===== config.mk =====
export PLATFORM = sky130hd
export DESIGN_NAME = seq_divider
export DESIGN_NICKNAME = d
export VERILOG_FILES = /design/src/rtl/seq_divider.sv
export SDC_FILE = /design/constraint.sdc
export NUM_CORES = 1
export LEC_CHECK = 0
export ABC_AREA = 1
export CAP_MARGIN = 20
export CELL_PAD_IN_SITES_DETAIL_PLACEMENT = 2
export CELL_PAD_IN_SITES_GLOBAL_PLACEMENT = 2
export CORE_MARGIN = 4
export CORE_UTILIZATION = 26
export CTS_CLUSTER_SIZE = 16
export DETAILED_ROUTE_END_ITERATION = 8
export MAX_ROUTING_LAYER = met4
export PLACE_DENSITY_LB_ADDON = 0.1
export SETUP_SLACK_MARGIN = 0.02
export SLEW_MARGIN = 25
export SYNTH_ARGS = -nofsm -noshare
export SYNTH_HDL_FRONTEND = slang
export SYNTH_SLANG_ARGS = --single-unit

===== constraint.sdc =====
create_clock -name clk -period 1.8 [get_ports clk]
set_input_delay 0.36 -clock clk [delete_from_list [all_inputs] [get_ports clk]]
set_output_delay 0.36 -clock clk [all_outputs]
set_load 0.02 [all_outputs]

===== src/rtl/seq_divider.sv =====
// Unsigned sequential restoring divider, one quotient bit per clock, valid/ready on both sides.
// Optional build macro DIV_ZERO_DETECT_EN short-circuits a zero divisor straight to DONE with div_by_zero=1.
module seq_divider #(
  parameter int DW = 6,
  parameter int VW = 3
) (
  input  logic          clk,
  input  logic          rst_n,
  input  logic          in_valid,
  output logic          in_ready,
  input  logic [DW-1:0] dividend,
  input  logic [VW-1:0] divisor,
  output logic          out_valid,
  input  logic          out_ready,
  output logic [DW-1:0] quotient,
  output logic [VW-1:0] remainder,
  output logic          div_by_zero
);

  localparam int CW = (DW > 1) ? $clog2(DW) : 1;

  localparam logic [1:0] IDLE = 2'd0;
  localparam logic [1:0] CALC = 2'd1;
  localparam logic [1:0] DONE = 2'd2;

  // Handshake: a transfer happens on a rising edge where valid and ready are both high;
  // in_ready is high only in IDLE, out_valid only in DONE, and out_valid holds until out_ready.
  logic [1:0]    state_q, state_d;
  logic [DW-1:0] dividend_q, dividend_d;
  logic [VW-1:0] divisor_q, divisor_d;
  logic [DW-1:0] quotient_q, quotient_d;
  logic [VW-1:0] rem_q, rem_d;
  logic [CW-1:0] cnt_q, cnt_d;

  // The partial remainder is always below the divisor, so VW bits hold it; the shifted
  // value needs one extra bit before the compare.
  logic [VW:0] shifted;
  logic        fits;

  always_comb begin
    shifted = {rem_q, dividend_q[cnt_q]};
    fits    = (shifted >= {1'b0, divisor_q});
  end

`ifdef DIV_ZERO_DETECT_EN
  logic dbz_q, dbz_d;
`endif

  always_comb begin
    state_d    = state_q;
    dividend_d = dividend_q;
    divisor_d  = divisor_q;
    quotient_d = quotient_q;
    rem_d      = rem_q;
    cnt_d      = cnt_q;
`ifdef DIV_ZERO_DETECT_EN
    dbz_d      = dbz_q;
`endif
    case (state_q)
      IDLE: begin
        if (in_valid) begin
          dividend_d = dividend;
          divisor_d  = divisor;
          quotient_d = '0;
          rem_d      = '0;
          cnt_d      = CW'(DW - 1);
          state_d    = CALC;
`ifdef DIV_ZERO_DETECT_EN
          dbz_d      = (divisor == '0);
          if (divisor == '0) begin
            quotient_d = '1;
            rem_d      = dividend[VW-1:0];
            state_d    = DONE;
          end
`endif
        end
      end
      CALC: begin
        // Subtraction is done modulo 2^VW; the true difference is below the divisor.
        rem_d             = fits ? (shifted[VW-1:0] - divisor_q) : shifted[VW-1:0];
        quotient_d[cnt_q] = fits;
        if (cnt_q == '0) begin
          state_d = DONE;
        end else begin
          cnt_d = cnt_q - 1'b1;
        end
      end
      DONE: begin
        if (out_ready) begin
          state_d = IDLE;
        end
      end
      default: begin
        state_d = IDLE;
      end
    endcase
  end

  always_ff @(posedge clk or negedge rst_n) begin
    if (!rst_n) begin
      state_q    <= IDLE;
      dividend_q <= '0;
      divisor_q  <= '0;
      quotient_q <= '0;
      rem_q      <= '0;
      cnt_q      <= '0;
    end else begin
      state_q    <= state_d;
      dividend_q <= dividend_d;
      divisor_q  <= divisor_d;
      quotient_q <= quotient_d;
      rem_q      <= rem_d;
      cnt_q      <= cnt_d;
    end
  end

`ifdef DIV_ZERO_DETECT_EN
  always_ff @(posedge clk or negedge rst_n) begin
    if (!rst_n) begin
      dbz_q <= 1'b0;
    end else begin
      dbz_q <= dbz_d;
    end
  end

  assign div_by_zero = dbz_q;
`else
  assign div_by_zero = 1'b0;
`endif

  assign in_ready  = (state_q == IDLE);
  assign out_valid = (state_q == DONE);
  assign quotient  = quotient_q;
  assign remainder = rem_q;

endmodule

======== After elaboration in Yosys (flattened, before gate mapping) ========
Index checks and enable logic that the tools add are counted.
Widths: inputs -> output; s select.
word-level totals
  register bits after elaboration ......... 23
  output and inout bits ................... 12
operators by class
  equality and inequality tests ........... 6
  reduce and logical (&&, ||, !) cells .... 8
  mux-type cells .......................... 17
  $lt $le $gt $ge ......................... 3
  add/subtract/negate cells ............... 2
operator list
  operator             count
  $mux 3               4
  $pmux 3 s2           2
  $pmux 6 s2           1
  $bwmux 6             1
  $mux 2               3
  $mux 6               1
  $ne 2x2->1 const B   3
  $pmux 2 s3           1
  $reduce_and 3->1     2
  $ge 4x3->1           1
  $lt 3x4->1 const B   1
  $reduce_and 2->1     2
  $bmux 1 s3           1
  $demux 1 s3          1
  $ge 3x1->1 const B   1
  $logic_not 3->1      1
  $sub 3x1->3 const B  1
  $sub 3x3->3          1
  $eq 2x1->1 const B   1
  $eq 2x2->1 const B   1
  $logic_not 2->1      1
  $mux 1               2
  $ne 2x1->1 const B   1
  $reduce_bool 2->1    1
  $logic_and 1x1->1    1

======== Depth between registers and ports, before layout ========
Gate-level depths: netlist (run 1).
  depth in word-level cells ............... 6
  depth in mapped cells ................... 14
  depth with buffers taken out ............ 14

======== Least setup slack after synthesis (run 1) ========
Ideal clock, no wire load.
  kind .................................... register to register
  start point ............................. reg cnt_q[2]
  end point ............................... reg rem_q[1] (netlist: remainder[1])
  data arrival time ....................... 1.903 ns
  stages on the path, launching flop included .. 14
  path buffers ............................ 1
  path slack .............................. -0.224 ns
  period minus slack after synthesis ...... 2.024 ns
  cells stage by stage .................... dfrtp_1 -> nor2_1 -> nand3_1 -> nand2_1 -> a21oi_1 -> ha_1 -> fa_1 -> inv_1 -> nand2_1 -> nand3_1 -> buf_4 -> a21oi_1 -> o21ai_1 -> nand2_1
on the way
  cells in the longest elaborated chain, start to end .. 5
RTL lines
  element                                           line    source
  start: declaration                                33      logic [CW-1:0] cnt_q, cnt_d;
  start signal: assignment                          113     cnt_q <= cnt_d;
  $bmux 1 s3 *                                      41      shifted = {rem_q, dividend_q[cnt_q]};
  $mux 1 (implied by the code) *                    41
  $ge 4x3->1 / $sub 3x3->3 (equally long branches)  42, 80
  $mux 3 *                                          80      rem_d = fits ? (shifted[VW-1:0] - divisor_q) : shifted[VW-1:0];
  $pmux 3 s2 *                                      59      case (state_q)
  end signal: assignment                            112     rem_q <= rem_d;
  end: declaration                                  32      logic [VW-1:0] rem_q, rem_d;
Every way passes the cells marked *; elsewhere a longest branch is shown, timed or not. The select of a mux whose other input is x is not followed.
A chain may end at the register's enable or synchronous reset.

======== Final worst setup path (run 1) ========
  start point ............................. reg cnt_q[2]
  end point ............................... reg quotient_q[2] (netlist: quotient[2])
on the way
  cells in the longest elaborated chain, start to end .. 6
RTL lines
  element                                                             line  source
  parallel branches: the longest is 4 deep, another holds $ge 4x3->1  --
  $bwmux 6 *                                                          81    quotient_d[cnt_q] = fits;
  $pmux 6 s2 *                                                        59
  end signal: assignment                                              111   quotient_q <= quotient_d;
  end: declaration                                                    31    logic [DW-1:0] quotient_q, quotient_d;
Mark *: on every way between the ends. The select of a mux whose other input is x is not followed.

==> impl_metrics.prom, run 1 <==
# TYPE chip_impl_metric gauge
chip_impl_metric{name="synthArstFlopShare",unit=""} 1.000
chip_impl_metric{name="first_global_vias",unit=""} 1175
chip_impl_info{name="failed_checks",value="negative setup slack"} 1
chip_impl_info{name="synth_largest_area_cell",value="sky130_fd_sc_hd__dfrtp_1"} 1
chip_impl_metric{name="path_max_fanout",unit=""} 6
chip_impl_metric{name="max_stage_delay",unit="ps"} 470
chip_impl_metric{name="syn_nets",unit=""} 169
chip_impl_metric{name="sw_frac_of_total",unit=""} 0.4664
chip_impl_metric{name="peakVddDrop",unit="V"} 0.0004667
chip_impl_metric{name="syn_inst",unit=""} 150
chip_impl_metric{name="cell_internal_pwr",unit="W"} 0.001880
chip_impl_info{name="synthFlopType",value="sky130_fd_sc_hd__dfrtp_1"} 1
chip_impl_metric{name="fin_skew",unit="ps"} 11.10
chip_impl_metric{name="drive_above_1_share",unit=""} 0.2684
chip_impl_metric{name="yosysSeqAreaShare",unit=""} 0.4782
chip_impl_metric{name="yosys_warnings",unit=""} 0
chip_impl_metric{name="worstPathRequired",unit="ps"} 2000
chip_impl_metric{name="period_minus_slack",unit="ps"} 1921
chip_impl_metric{name="pin_count",unit=""} 25
chip_impl_metric{name="design.core.area",unit="um^2"} 4414
chip_impl_metric{name="pin_count_of_the_biggest_net_entering_global_routing",unit=""} 24
chip_impl_metric{name="post-route-period-util",unit=""} 1.067
chip_impl_metric{name="combinationalPowerShare",unit=""} 0.630
chip_impl_info{name="status",value="finished, violations left"} 1
chip_impl_info{name="path_cells",value="nor2_4 -> nand2_1 -> nand2_2 -> a21oi_2 -> ha_2 -> fa_2 -> inv_2 -> nand2_4 -> nand3_4 -> buf_4 -> nor2_2 -> a21oi_1"} 1
chip_impl_metric{name="hold_viol_final",unit=""} 0
chip_impl_metric{name="syn_area",unit="um^2"} 1204
chip_impl_metric{name="pre_cts_worst_setup_slack",unit="ps"} -249.1
chip_impl_metric{name="first_pass_grt_wire_length",unit="mm"} 5.685
chip_impl_metric{name="floorplan_die_width",unit="um"} 76.04
chip_impl_metric{name="vias",unit=""} 1115
chip_impl_metric{name="count_of_buffers_inserted_at_the_top_level_ports",unit=""} 23
chip_impl_metric{name="die_height",unit="um"} 76.04
chip_impl_metric{name="setup_tns",unit="ps"} -597.0
chip_impl_metric{name="final_weighted_congestion_of_routability_driven_global_placement",unit=""} 0.7556
chip_impl_metric{name="antennaDiodeCount",unit=""} 0
chip_impl_metric{name="route.antenna.remaining_nets",unit=""} 0
chip_impl_metric{name="area_growth_syn_to_layout",unit="%"} 42.72
chip_impl_info{name="setup.worst_path.class",value="flop to flop"} 1
chip_impl_info{name="critPathTopFamily",value="adder cells"} 1
chip_impl_metric{name="nFillCells",unit=""} 524
chip_impl_metric{name="clk_path_buf_depth",unit=""} 2
chip_impl_metric{name="core.rowCount",unit=""} 24
chip_impl_metric{name="grt_antenna_before_repair",unit=""} 0
chip_impl_metric{name="drt_first_iter_violations",unit=""} 29
chip_impl_metric{name="cts.reportedPaths.clkPinSlew",unit="ps"} 100
chip_impl_metric{name="cts_buffers",unit=""} 3
chip_impl_info{name="min_path_type",value="input pin to async pin"} 1
chip_impl_metric{name="synth_cell_type_count",unit=""} 19
chip_impl_metric{name="placedCellCount",unit=""} 232
chip_impl_metric{name="grt_overflow_total",unit=""} 0
chip_impl_metric{name="power_switching",unit="W"} 0.001643
chip_impl_metric{name="leakage",unit="nW"} 0.8124
chip_impl_info{name="setup_repair_after_global_routing_missed_its_margin",value="yes"} 1
chip_impl_metric{name="place_area",unit="um^2"} 1565
chip_impl_metric{name="synth-edff-count",unit=""} 0
chip_impl_metric{name="initial_utilization",unit=""} 0.2727
chip_impl_metric{name="power_per_cell_area",unit="nW/um^2"} 2051
chip_impl_metric{name="post_drt_wl_per_cell",unit="um"} 14.23
chip_impl_metric{name="post_route_cell_area",unit="um^2"} 1718
chip_impl_info{name="synth_top_cells_by_count",value="sky130_fd_sc_hd__nand2_1 (48), sky130_fd_sc_hd__dfrtp_1 (23), sky130_fd_sc_hd__nor2_1 (13), sky130_fd_sc_hd__inv_1 (12), sky130_fd_sc_hd__a21oi_1 (11)"} 1
chip_impl_metric{name="drc",unit=""} 0
chip_impl_metric{name="syn_area_per_cell",unit="um^2"} 8.024
chip_impl_info{name="yosys-top-cells-area",value="sky130_fd_sc_hd__dfrtp_1 (48%), sky130_fd_sc_hd__nand2_1 (15%), sky130_fd_sc_hd__ha_1 (5.2%)"} 1
chip_impl_metric{name="worst_slack",unit="ps"} -120.6
chip_impl_metric{name="grt_usage",unit=""} 0.1225
chip_impl_metric{name="slew_violations",unit=""} 0
chip_impl_metric{name="timing.critical_path.arrival",unit="ps"} 2120
chip_impl_info{name="critical_path.startpoint_type",value="flop"} 1
chip_impl_metric{name="post-layout-total-power",unit="W"} 0.003523
chip_impl_metric{name="maxCapViolations",unit=""} 0
chip_impl_metric{name="viasPerCell",unit=""} 4.607
chip_impl_metric{name="nets",unit=""} 210
chip_impl_info{name="cts.root.buffer_cell",value="sky130_fd_sc_hd__clkbuf_8"} 1
chip_impl_info{name="crit_path_top_delay_cell",value="sky130_fd_sc_hd__dfrtp_2"} 1
chip_impl_metric{name="ys_ff_latch",unit=""} 23
chip_impl_metric{name="netlist.area_leader.share",unit=""} 0.4782
chip_impl_info{name="cts_tree",value="yes"} 1
chip_impl_metric{name="place_hpwl",unit="mm"} 2.479
chip_impl_metric{name="insertion_delay_of_the_later_clocked_pin_in_the_worst_skew_pair",unit="ps"} 280
chip_impl_info{name="worst_setup_path_end_kind",value="flop"} 1
chip_impl_metric{name="proportion_of_power_drawn_by_flip_flops_and_latches",unit=""} 0.272
chip_impl_metric{name="fmax",unit="GHz"} 0.5207
chip_impl_metric{name="setup_violations",unit=""} 9
chip_impl_metric{name="totalWireLength",unit="mm"} 3.443
chip_impl_metric{name="power_frac_clock",unit=""} 0.098
chip_impl_metric{name="design.die.area",unit="um^2"} 5782
chip_impl_metric{name="drt_pass1_iterations",unit=""} 4
chip_impl_metric{name="instances_no_fill",unit=""} 242
chip_impl_info{name="yosysMostFrequentCell",value="sky130_fd_sc_hd__nand2_1"} 1
chip_impl_metric{name="cts_htree_levels",unit=""} 1
chip_impl_metric{name="cts.sink_count",unit=""} 23
chip_impl_metric{name="worstPathBufferInverterCount",unit=""} 2
## logic make-up after synthesis
| logic type | synth area share |
|---|---|
| XOR/XNOR | 0.007278 |
| flip-flops | 0.4782 |
| other | 0.003116 |
| buffers and inverters | 0.07796 |
| AO/OA/AOI/OAI | 0.09771 |
| adder cells (fa/ha/maj) | 0.06861 |
| AND/OR/NAND/NOR | 0.2672 |
## layout by cell type, fill, tap and decap left out, drive strengths merged
master / netlist / layout
fa: 1 / 1
clkbuf: 0 / 3
xor2: 1 / 1
inv: 17 / 17
o31ai: 1 / 1
buf: 4 / 16
nand2: 51 / 51
ha: 5 / 5
nor2: 16 / 16
a21oi: 11 / 11
clkinv: 0 / 1
clkdlybuf4s50: 0 / 21
conb: 1 / 1
o21ai: 11 / 11
dfrtp: 23 / 23
dlygate4sd2: 0 / 2
nand3: 8 / 9
## power groups by stage
stage | Combinational, W | Clock, W | Sequential, W
after floorplan | 0.00112 | 0 | 0.00104
after global placement | 0.00182 | 0 | 0.000953
after detailed placement | 0.00187 | 0 | 0.000965
after CTS | 0.00206 | 0.000356 | 0.000963
after global routing | 0.00252 | 0.000381 | 0.000993
final | 0.00222 | 0.000345 | 0.000958
## layout make-up
class | count | area (um^2) | area share
clock buffer | 3 | 41.29 | 0.02403
clock inverter | 1 | 5.005 | 0.002913
inverter | 17 | 63.81 | 0.03714
multi-input combinational | 107 | 616.8 | 0.3591
sequential | 23 | 578.1 | 0.3365
tap | 52 | 65.06 | 0.03787
timing repair buffer | 39 | 347.8 | 0.2025
## stage by stage
| stage | hold slack (ps) | util |
|---|---|---|
| finish | 439.3 | 0.3892 |
| global route | 457.6 | 0.3892 |
| CTS | 453.8 | 0.3750 |
| detailed placement | 470.9 | 0.3546 |
| global placement | 478.4 | 0.3546 |
| floorplan | 64.41 | - |
## registers in the layout, indices dropped and copies added, names as in the netlist
| name | count |
|---|---|
| state_q | 2 |
| cnt_q | 3 |
| remainder | 3 |
| quotient | 6 |
| dividend_q | 6 |
| divisor_q | 3 |
## final timing paths
path,end,cells past startpoint,slack (ps),startpoint
max in group asynchronous,cnt_q[1],2,1090,rst_n
hold reg to reg,dividend_q[2],2,490,dividend_q[2]
min in group clk,dividend_q[2],2,490,dividend_q[2]
hold / removal,quotient[5],2,440,rst_n
setup reg to reg,quotient[2],12,-120,cnt_q[2]
setup / recovery,quotient[2],12,-120,cnt_q[2]
## what timing repair did
action | CTS | global route
setup endpoints to repair | 11 | 9
pin swaps | 6 | 6
hold buffers | 0 | 0
cloned | 1 | 0
gates resized for setup | 11 | 7
setup buffers | 0 | 5
## per-layer routing
metal	up-vias	track usage	wire length, um
met3	5	0.02364	131
met4	0	0.04804	59
li1	545	-	-
met2	21	0.1986	1719
met1	544	0.1495	1532
met5	-	-	0
Note: power is estimated with default switching activity, not from simulation.
==> inputs of run 2 (changes only) <==
--- a/config.mk
+++ b/config.mk
@@ -9,6 +9,6 @@
 export CAP_MARGIN = 20
-export CELL_PAD_IN_SITES_DETAIL_PLACEMENT = 2
-export CELL_PAD_IN_SITES_GLOBAL_PLACEMENT = 2
+export CELL_PAD_IN_SITES_DETAIL_PLACEMENT = 0
+export CELL_PAD_IN_SITES_GLOBAL_PLACEMENT = 1
 export CORE_MARGIN = 4
-export CORE_UTILIZATION = 26
+export CORE_UTILIZATION = 33
 export CTS_CLUSTER_SIZE = 16
--- a/constraint.sdc
+++ b/constraint.sdc
@@ -3,2 +3,2 @@
 set_output_delay 0.36 -clock clk [all_outputs]
-set_load 0.02 [all_outputs]
+set_load 0.1 [all_outputs]
==> run 2 against run 1 <==
- the flow still finishes with violations (negative setup slack)
- register-to-register slack worse by 30 ps
- maximum frequency down 1.8%
- sequential share of layout area fell by 2.6 points
- critical path depth unchanged
- clock skew decreased by 8.0 ps
- global-route usage grew 1.7 points
- utilization rose by 16 points
- hold slack got worse by 59 ps
- first-iteration DRC count rose by 100%
- die area fell by 19%
- flip-flop and latch count is the same
- clock-buffer cell count is 1 higher
==> impl_metrics.prom, run 2 (synthesis results as in run 1) <==
# TYPE chip_impl_metric gauge
chip_impl_metric{name="floorplan_die_width",unit="um"} 68.40
chip_impl_info{name="worst_setup_path_end_kind",value="flop"} 1
chip_impl_metric{name="insertion_delay_of_the_later_clocked_pin_in_the_worst_skew_pair",unit="ps"} 320
chip_impl_metric{name="number_of_hold_buffers_added_after_cts",unit=""} 0
chip_impl_metric{name="drt_pass1_iterations",unit=""} 6
chip_impl_metric{name="die_height",unit="um"} 68.40
chip_impl_metric{name="fmax",unit="GHz"} 0.5115
chip_impl_metric{name="cts.sink_count",unit=""} 23
chip_impl_metric{name="timing.reg2reg.setup_slack",unit="ps"} -150
chip_impl_metric{name="grt_overflow_total",unit=""} 0
chip_impl_metric{name="hold_viol_final",unit=""} 0
chip_impl_metric{name="instances_no_fill",unit=""} 242
chip_impl_metric{name="totalWireLength",unit="mm"} 2.929
chip_impl_metric{name="cts_buffers",unit=""} 3
chip_impl_metric{name="worst_slack",unit="ps"} -154.9
chip_impl_metric{name="drt_first_iter_violations",unit=""} 58
chip_impl_info{name="critical_path.startpoint_type",value="flop"} 1
chip_impl_info{name="min_path_type",value="input pin to async pin"} 1
chip_impl_info{name="cts.root.buffer_cell",value="sky130_fd_sc_hd__clkbuf_4"} 1
chip_impl_metric{name="maxCapViolations",unit=""} 0
chip_impl_metric{name="timing.reg2reg.worst_path_depth",unit=""} 12
chip_impl_metric{name="core.rowCount",unit=""} 21
chip_impl_metric{name="sequential_cell_area",unit="um^2"} 580.6
chip_impl_info{name="final_cell_mix",value="sky130_fd_sc_hd__nand2_1 (39), sky130_fd_sc_hd__buf_4 (20), sky130_fd_sc_hd__dfrtp_1 (19)"} 1
chip_impl_metric{name="place_hpwl",unit="mm"} 2.015
chip_impl_metric{name="path_max_fanout",unit=""} 6
chip_impl_metric{name="final_weighted_congestion_of_routability_driven_global_placement",unit=""} 0.8157
chip_impl_info{name="status",value="finished, violations left"} 1
chip_impl_metric{name="first_pass_grt_wire_length",unit="mm"} 4.816
chip_impl_metric{name="drive_above_1_share",unit=""} 0.3776
chip_impl_metric{name="viasPerCell",unit=""} 4.421
chip_impl_metric{name="grt_usage",unit=""} 0.1390
chip_impl_metric{name="initial_utilization",unit=""} 0.3524
chip_impl_metric{name="period_minus_slack",unit="ps"} 1955
chip_impl_metric{name="pin_count_of_the_biggest_net_entering_global_routing",unit=""} 24
chip_impl_metric{name="fin_skew",unit="ps"} 3.127
chip_impl_info{name="gr-max-usage-layer",value="met2"} 1
chip_impl_info{name="reg_to_reg_endpoint",value="quotient[0]"} 1
chip_impl_metric{name="nFillCells",unit=""} 309
chip_impl_metric{name="setup_violations",unit=""} 9
chip_impl_metric{name="clk_path_buf_depth",unit=""} 2
chip_impl_info{name="cts_tree",value="yes"} 1
chip_impl_metric{name="worstPathRequired",unit="ps"} 2050
chip_impl_metric{name="route.antenna.remaining_nets",unit=""} 0
chip_impl_metric{name="grt_antenna_before_repair",unit=""} 0
chip_impl_info{name="setup_repair_after_global_routing_missed_its_margin",value="yes"} 1
chip_impl_info{name="mostFrequentLayoutCell",value="sky130_fd_sc_hd__nand2_1"} 1
chip_impl_metric{name="post_drt_wl_per_cell",unit="um"} 12.10
chip_impl_metric{name="pre_cts_worst_setup_slack",unit="ps"} -128.7
chip_impl_metric{name="final.hold.worst_slack",unit="ps"} 380.3
chip_impl_metric{name="area_growth_syn_to_layout",unit="%"} 55.20
chip_impl_info{name="setup.worst_path.class",value="flop to flop"} 1
chip_impl_metric{name="cts_htree_levels",unit=""} 1
chip_impl_metric{name="multi_input_comb_area",unit="um^2"} 615.6
chip_impl_metric{name="grtUsageMet2",unit=""} 0.2324
chip_impl_metric{name="first_global_vias",unit=""} 1038
chip_impl_metric{name="use_met1",unit=""} 0.1717
chip_impl_metric{name="post-route-period-util",unit=""} 1.086
chip_impl_metric{name="nets",unit=""} 216
chip_impl_metric{name="placedCellCount",unit=""} 226
chip_impl_metric{name="design.die.area",unit="um^2"} 4678
chip_impl_info{name="crit-reg2reg-launch",value="cnt_q[2]"} 1
chip_impl_metric{name="design.core.area",unit="um^2"} 3416
chip_impl_info{name="failed_checks",value="negative setup slack"} 1
chip_impl_metric{name="slew_violations",unit=""} 0
chip_impl_metric{name="count_of_buffers_inserted_at_the_top_level_ports",unit=""} 23
chip_impl_metric{name="antennaDiodeCount",unit=""} 0
chip_impl_metric{name="cts.reportedPaths.clkPinSlew",unit="ps"} 130
chip_impl_metric{name="pin_count",unit=""} 25
chip_impl_metric{name="met3_track_demand_over_resource",unit=""} 0.01970
chip_impl_metric{name="drc",unit=""} 0
chip_impl_metric{name="vias",unit=""} 1070
chip_impl_metric{name="timing.critical_path.arrival",unit="ps"} 2210
## run 2: worst max-delay path by stage
stage,startpoint,end,slack [ps],cells past startpoint
after CTS,cnt_q[1],quotient[0],-130,13
after floorplan,cnt_q[1],remainder[1],-80,13
after global routing,cnt_q[1],quotient[0],-290,12
after detailed placement,cnt_q[1],quotient[0],-130,12
final,cnt_q[2],quotient[0],-150,12
after global placement,cnt_q[1],quotient[4],-80,13
## run 2: repair_timing
action	CTS	global route
buffers inserted	11	2
pin swaps	8	7
gates resized for setup	12	10
gates cloned	0	0
endpoints found under the setup margin	9	9
endpoints found under the hold margin	0	0
## run 2: area by class of cell
class	instances	area share
Clock buffer	4	0.01407
Sequential cell	23	0.3108
Multi-Input combinational cell	106	0.3295
Inverter	17	0.03416
Timing Repair Buffer	46	0.2806
Tap cell	46	0.03081
## run 2: metrics by stage
step,setup TNS (ps),util,instance area (um^2)
3_5_place_dp,-866.4,0.4912,1678
4_1_cts,-926.2,0.5348,1827
5_1_grt,-2176,0.5469,1868
6_report,-1126,0.5469,1868
3_3_place_gp,-516.3,0.4912,1678
2_1_floorplan,-133.4,-,1231
## run 2: layer usage
layer | wire, um | vias to the layer above
li1 | - | 557
met3 | 130 | 5
met4 | 41 | 0
met1 | 1266 | 489
met5 | 0 | -
met2 | 1491 | 19
## run 2: critical path: stages, from the launching register on
cell,delay [ps]
sky130_fd_sc_hd__dfrtp_2,490
sky130_fd_sc_hd__nor2_4,170
sky130_fd_sc_hd__nand2_2,80
sky130_fd_sc_hd__nand2_4,70
sky130_fd_sc_hd__a21oi_2,60
sky130_fd_sc_hd__ha_2,180
sky130_fd_sc_hd__fa_2,330
sky130_fd_sc_hd__inv_2,70
sky130_fd_sc_hd__nand2_2,60
sky130_fd_sc_hd__nand3_4,90
sky130_fd_sc_hd__buf_6,120
sky130_fd_sc_hd__nor2_1,40
sky130_fd_sc_hd__a21oi_1,120
Power of run 2 is not shown: default switching activity piles up to over one toggle a cycle in this logic, so the estimate is an artifact.
